### config.mk
export PLATFORM = sky130hd
export DESIGN_NAME = if_fetch
export DESIGN_NICKNAME = d
export VERILOG_FILES = /design/src/rtl/if_fetch_pkg.sv /design/src/rtl/if_pc_gen.sv /design/src/rtl/if_fetch.sv
export SDC_FILE = /design/constraint.sdc
export NUM_CORES = 1
export LEC_CHECK = 0
export ABC_AREA = 1
export CORE_MARGIN = 2
export CORE_UTILIZATION = 50
export CTS_BUF_LIST = sky130_fd_sc_hd__clkbuf_4 sky130_fd_sc_hd__clkbuf_8
export DETAILED_ROUTE_END_ITERATION = 6
export PLACE_DENSITY = 0.92
export SETUP_SLACK_MARGIN = 0.2
export SYNTH_ARGS = -nofsm -noshare
export SYNTH_HDL_FRONTEND = slang
export SYNTH_HIERARCHICAL = 1
export SYNTH_SLANG_ARGS = --single-unit
export TNS_END_PERCENT = 100
### constraint.sdc
create_clock -name clk -period 4.8 [get_ports clk]
set_input_delay 0.72 -clock clk [delete_from_list [all_inputs] [get_ports clk]]
set_output_delay 0.72 -clock clk [all_outputs]
set_load 0.05 [all_outputs]
### src/rtl/if_fetch_pkg.sv
// Shared widths, ZeroWord, stall-bit indices and the PC alignment helper for the fetch stage.
package if_fetch_pkg;

  localparam int unsigned INST_ADDR_W = 32;
  localparam int unsigned INST_DATA_W = 32;
  localparam int unsigned STALL_W     = 6;

  localparam int unsigned STALL_PC    = 0;
  localparam int unsigned STALL_IFID  = 1;

  localparam logic [INST_ADDR_W-1:0] ZERO_WORD = INST_ADDR_W'(0);
  localparam logic [INST_DATA_W-1:0] ZERO_INST = INST_DATA_W'(0);
  localparam logic [INST_ADDR_W-1:0] PC_STEP   = INST_ADDR_W'(4);

  // Redirect targets are word addresses; the low byte-offset bits are dropped.
  function automatic logic [INST_ADDR_W-1:0] word_align(input logic [INST_ADDR_W-1:0] addr);
    return {addr[INST_ADDR_W-1:2], 2'b00};
  endfunction

endpackage

### src/rtl/if_pc_gen.sv
// Combinational next-PC selection: sequential pc+4 and the aligned redirect target (EX over ID).
module if_pc_gen
  import if_fetch_pkg::*;
(
  input  logic [INST_ADDR_W-1:0] pc,
  input  logic                   ex_b_flag,
  input  logic [INST_ADDR_W-1:0] ex_b_target,
  input  logic                   id_b_flag,
  input  logic [INST_ADDR_W-1:0] id_b_target,
  output logic [INST_ADDR_W-1:0] pc_seq_c,
  output logic                   redirect_c,
  output logic [INST_ADDR_W-1:0] redirect_pc_c
);

  assign pc_seq_c      = pc + PC_STEP;
  assign redirect_c    = ex_b_flag | id_b_flag;
  assign redirect_pc_c = word_align(ex_b_flag ? ex_b_target : id_b_target);

endmodule

### src/rtl/if_fetch.sv
// Instruction fetch stage: issues one memory request at a time and presents each fetched
// instruction to IF/ID exactly once, dropping anything overtaken by a redirect.
module if_fetch
  import if_fetch_pkg::*;
#(
  parameter logic [INST_ADDR_W-1:0] RESET_PC = 32'h0000_0000
) (
  input  logic                   clk,
  input  logic                   rst,
  input  logic [STALL_W-1:0]     stall,
  input  logic                   ex_b_flag,
  input  logic [INST_ADDR_W-1:0] ex_b_target,
  input  logic                   id_b_flag,
  input  logic [INST_ADDR_W-1:0] id_b_target,
  output logic                   mem_req,
  output logic [INST_ADDR_W-1:0] mem_addr,
  input  logic                   mem_ack,
  input  logic [INST_DATA_W-1:0] mem_rdata,
  output logic [INST_ADDR_W-1:0] if_pc,
  output logic [INST_DATA_W-1:0] if_inst,
  output logic                   stallreq_if
);

  typedef enum logic [1:0] {IDLE, WAIT, HOLD, DISCARD} state_t;

  state_t                   state;
  logic [INST_ADDR_W-1:0]   pc;
  logic [INST_ADDR_W-1:0]   pc_seq_c;
  logic                     redirect_c;
  logic [INST_ADDR_W-1:0]   redirect_pc_c;
  logic                     unused_stall_c;

  // Only the PC and IF/ID stall bits matter to this stage.
  assign unused_stall_c = ^stall[STALL_W-1:2];

  if_pc_gen u_pc_gen (
    .pc            (pc),
    .ex_b_flag     (ex_b_flag),
    .ex_b_target   (ex_b_target),
    .id_b_flag     (id_b_flag),
    .id_b_target   (id_b_target),
    .pc_seq_c      (pc_seq_c),
    .redirect_c    (redirect_c),
    .redirect_pc_c (redirect_pc_c)
  );

  always_ff @(posedge clk or posedge rst) begin
    if (rst) begin
      state       <= IDLE;
      pc          <= RESET_PC;
      mem_req     <= 1'b0;
      mem_addr    <= ZERO_WORD;
      if_pc       <= ZERO_WORD;
      if_inst     <= ZERO_INST;
      stallreq_if <= 1'b0;
    end else begin
      case (state)
        IDLE: begin
          // A presented instruction lives for one edge only.
          if_pc   <= ZERO_WORD;
          if_inst <= ZERO_INST;
          if (redirect_c) begin
            pc <= redirect_pc_c;
          end else if (!stall[STALL_PC]) begin
            mem_req     <= 1'b1;
            mem_addr    <= pc;
            stallreq_if <= 1'b1;
            state       <= WAIT;
          end
        end

        WAIT: begin
          if (redirect_c) begin
            pc      <= redirect_pc_c;
            if_pc   <= ZERO_WORD;
            if_inst <= ZERO_INST;
            if (mem_ack) begin
              mem_req     <= 1'b0;
              stallreq_if <= 1'b0;
              state       <= IDLE;
            end else begin
              state <= DISCARD;
            end
          end else if (mem_ack) begin
            if_pc       <= pc;
            if_inst     <= mem_rdata;
            pc          <= pc_seq_c;
            mem_req     <= 1'b0;
            stallreq_if <= 1'b0;
            state       <= stall[STALL_IFID] ? HOLD : IDLE;
          end
        end

        HOLD: begin
          if (redirect_c || !stall[STALL_IFID]) begin
            if (redirect_c) begin
              pc <= redirect_pc_c;
            end
            if_pc   <= ZERO_WORD;
            if_inst <= ZERO_INST;
            state   <= IDLE;
          end
        end

        DISCARD: begin
          // Request stays on the bus until memory answers; the answer is thrown away.
          if (redirect_c) begin
            pc <= redirect_pc_c;
          end
          if (mem_ack) begin
            mem_req     <= 1'b0;
            stallreq_if <= 1'b0;
            state       <= IDLE;
          end
        end

        default: state <= IDLE;
      endcase
    end
  end

endmodule

==> metrics.csv <==
stage,metric,value,unit
outcome,outcome,"complete, but fails checks",
outcome,violations,DRC,
worst_setup_path,reg2reg_depth,6,
clocking,insertion_delay,430,ps
power,p_leak,5.097,nW
floorplan,initial_core_util,50.81,%
drt,first_pass_iters,7,
drt,drtIter0Drc,507,
drt,wire_per_inst,14.24,um
drt,met2_length,9728,um
worst_setup_path,critPathLaunchType,input port,
worst_setup_path,worstSetupEndpointType,flop,
logic_synthesis,synth-edff-count,0,
logic_synthesis,ys_warn_count,6,
finish,layout-drive-gt1-share,8.333,%
placed_design,dp_hpwl,13720,um
floorplan,pin_count,205,
hold_path,min_path_cells,2,
worst_setup_path,worst-path-max-fanout,64,
floorplan,die_y,125.1,um
clocking,cts.sinks,131,
finish,antenna_cells,0,
logic_synthesis,synth_top_area_cell,dfrtp_1,
sta,max_freq,0.3439,GHz
clocking,path_clk_slew,70,ps
drt,via_per_inst,5.092,
clocking,postCtsSetupBuffers,0,
placed_design,port_buffers,196,
global_routing,grt_pass1_vias,6936,
clocking,htreeDepth,4,
logic_synthesis,ys.flop_type,dfrtp_1,
logic_synthesis,syn_avg_cell_area,7.080,um2
worst_setup_path,cp.arrival,3270,ps
logic_synthesis,yosysSeqAreaShare,44.73,%
drt,vias,7109,
drt,finalWirelength,19880,um
drt,route.met3.wl,1217,um
logic_synthesis,ys_seq_elements,131,
global_routing,grt_pass1_wl,33130,um
floorplan,num_rows,44,
logic_synthesis,netlist_area,7328,um2
finish,area_growth,32.85,%
drt,drc,1,
logic_synthesis,synth.distinct_cells,27,
sta,fin_crit,2908,ps
clocking,cts_hold_buffers,0,
global_routing,grt_use_total,25.86,%
power,p_per_area,491.5,nW/um2
logic_synthesis,synth_async_sr_flop_share,100.0,%
floorplan,dieArea,15640,um2
sta,setup-violations-final,0,
sta,slew_headroom,19.88,%
global_routing,antenna_found_initial,0,
sta,grt_setup_unrepaired,no,
power,finalPower,4.785,mW
sta,slew_viol_final,0,
finish,nNetsFinal,1308,
clocking,root_buffer,clkbuf_8,
run,max_cap_viol_count,0,
floorplan,die_w,125.1,um
clocking,cts_tree,yes,
clocking,cts_buffers,17,
worst_setup_path,required,5160,ps
logic_synthesis,yosysMostFrequentCell,nand2_1,
drt,ant_nets,0,
global_routing,grt_overflow_total,0,
global_routing,grt_max_degree,105,
floorplan,fp.coreArea,14420,um2
clocking,clk_path_buf_depth,2,
sta,clock_skew,14.10,ps
finish,fill_cells,1216,
sta,fin_crit_sh,60.58,%
placed_design,finalWeightedCongestion,0.9195,
drt,routedLengthMet1,8122,um
power,ir_drop,429.1,uV
sta,tns,0,ps
drt,top_layer,met4,
sta,final-hold-violation-count,0,
logic_synthesis,ys_top_cells_by_area,"dfrtp_1 (45%), nand2_1 (19%), nand3_1 (7.2%), inv_1 (6.0%), nor2_1 (5.1%)",
logic_synthesis,postSynthCellCount,1035,
sta,worst_pin_slew,1198,ps
logic_synthesis,synth_top_area_share,44.73,%
clocking,cts-resized-gates,0,
hold_path,hold_class,flop to flop,
logic_synthesis,synth_commonest_cells,"nand2_1 (371), dfrtp_1 (131), inv_1 (117)",
worst_setup_path,critical_path_class,input port to flop,
sta,whs,470.5,ps
[sequential cells by signal (all words and copies together) (netlist names)]
register,cells
if_pc,32
state,2
pc,32
stallreq_if,1
if_inst,32
mem_addr,32
[report_power, final]
part,internal (mW),switching (mW),leakage [nW]
logic,0.682,1.48,3.17
registers,1.39,0.250,1.72
clock network,0.562,0.425,0.212
[cells in the final DEF, fill, tap and decap left out, drive strengths merged]
cell | synthesis | final
and2 | 2 | 2
nand3 | 105 | 105
nand3b | 7 | 7
xnor2 | 5 | 5
o21ai | 69 | 69
nor2 | 112 | 112
nand2 | 381 | 381
clkinv | 0 | 4
conb | 1 | 2
o21bai | 1 | 1
clkdlybuf4s50 | 0 | 196
xor2 | 10 | 10
clkbuf | 21 | 22
or2 | 33 | 33
inv | 120 | 120
dfrtp | 131 | 131
clkinvlp | 0 | 2
ha | 1 | 1
buf | 36 | 6
bufinv | 0 | 3
[final cells by class]
cell class              instances  area (um2)  area share, %
repair buffers                202        2007          20.61
flip-flops and latches        131        3278          33.67
clock buffers                  22       290.3          2.982
multi-input cells             728        3346          34.37
well taps                     184       230.2          2.365
inverters                     120       455.4          4.678
clock inverters                 9       128.9          1.324
[logic make-up (layout without fill, tap and decap cells)]
logic type,Yosys count,in the layout,synth area share (%)
adders and majority gates,1,1,0.1707
and+or+nand+nor,640,640,38.35
buffers and inverters,177,353,9.937
AOI/OAI and AO/OA,70,70,4.866
DFF,131,131,44.73
xor gates and xnor gates,15,15,1.895
other,1,2,0.05117
[path summary, 6_finish.rpt]
path / slack [ps] / start / end
worst max-delay path: 1890 / ex_b_flag / if_inst[9]
worst min-delay path: 470 / if_pc[13] / if_pc[13]
worst max register to register: 2740 / state[0] / pc[10]
worst min register to register: 470 / if_pc[13] / if_pc[13]
max in group asynchronous: 2960 / rst / mem_addr[25]
min in group asynchronous: 840 / rst / if_inst[11]
[routing by layer]
layer | vias to the layer above | GRT usage [%]
li1 | 3476 | -
met5 | - | 0
met1 | 3361 | 31.73
met2 | 220 | 43.61
met3 | 52 | 6.675
met4 | 0 | 10.65
[worst max-delay path: stages]
cell and delay, ps:
clkdlybuf4s50_1 410, or2_2 550, nor2_1 360, o21ai_4 90, nand2_2 870, nand2_1 140
nand2_1 110
[metrics by stage]
step           worst slack [ps]  util (%)  area (um2)  cells
6_report                   1892     67.50        9736   1396
5_1_grt                    1669     67.50        9736   1396
4_1_cts                    1921     67.50        9736   1396
3_5_place_dp               1467     64.59        9316   1365
3_3_place_gp               1529     64.59        9316   1365
2_1_floorplan             582.3         -        7332   1036
(Power assumes the default switching activity.)
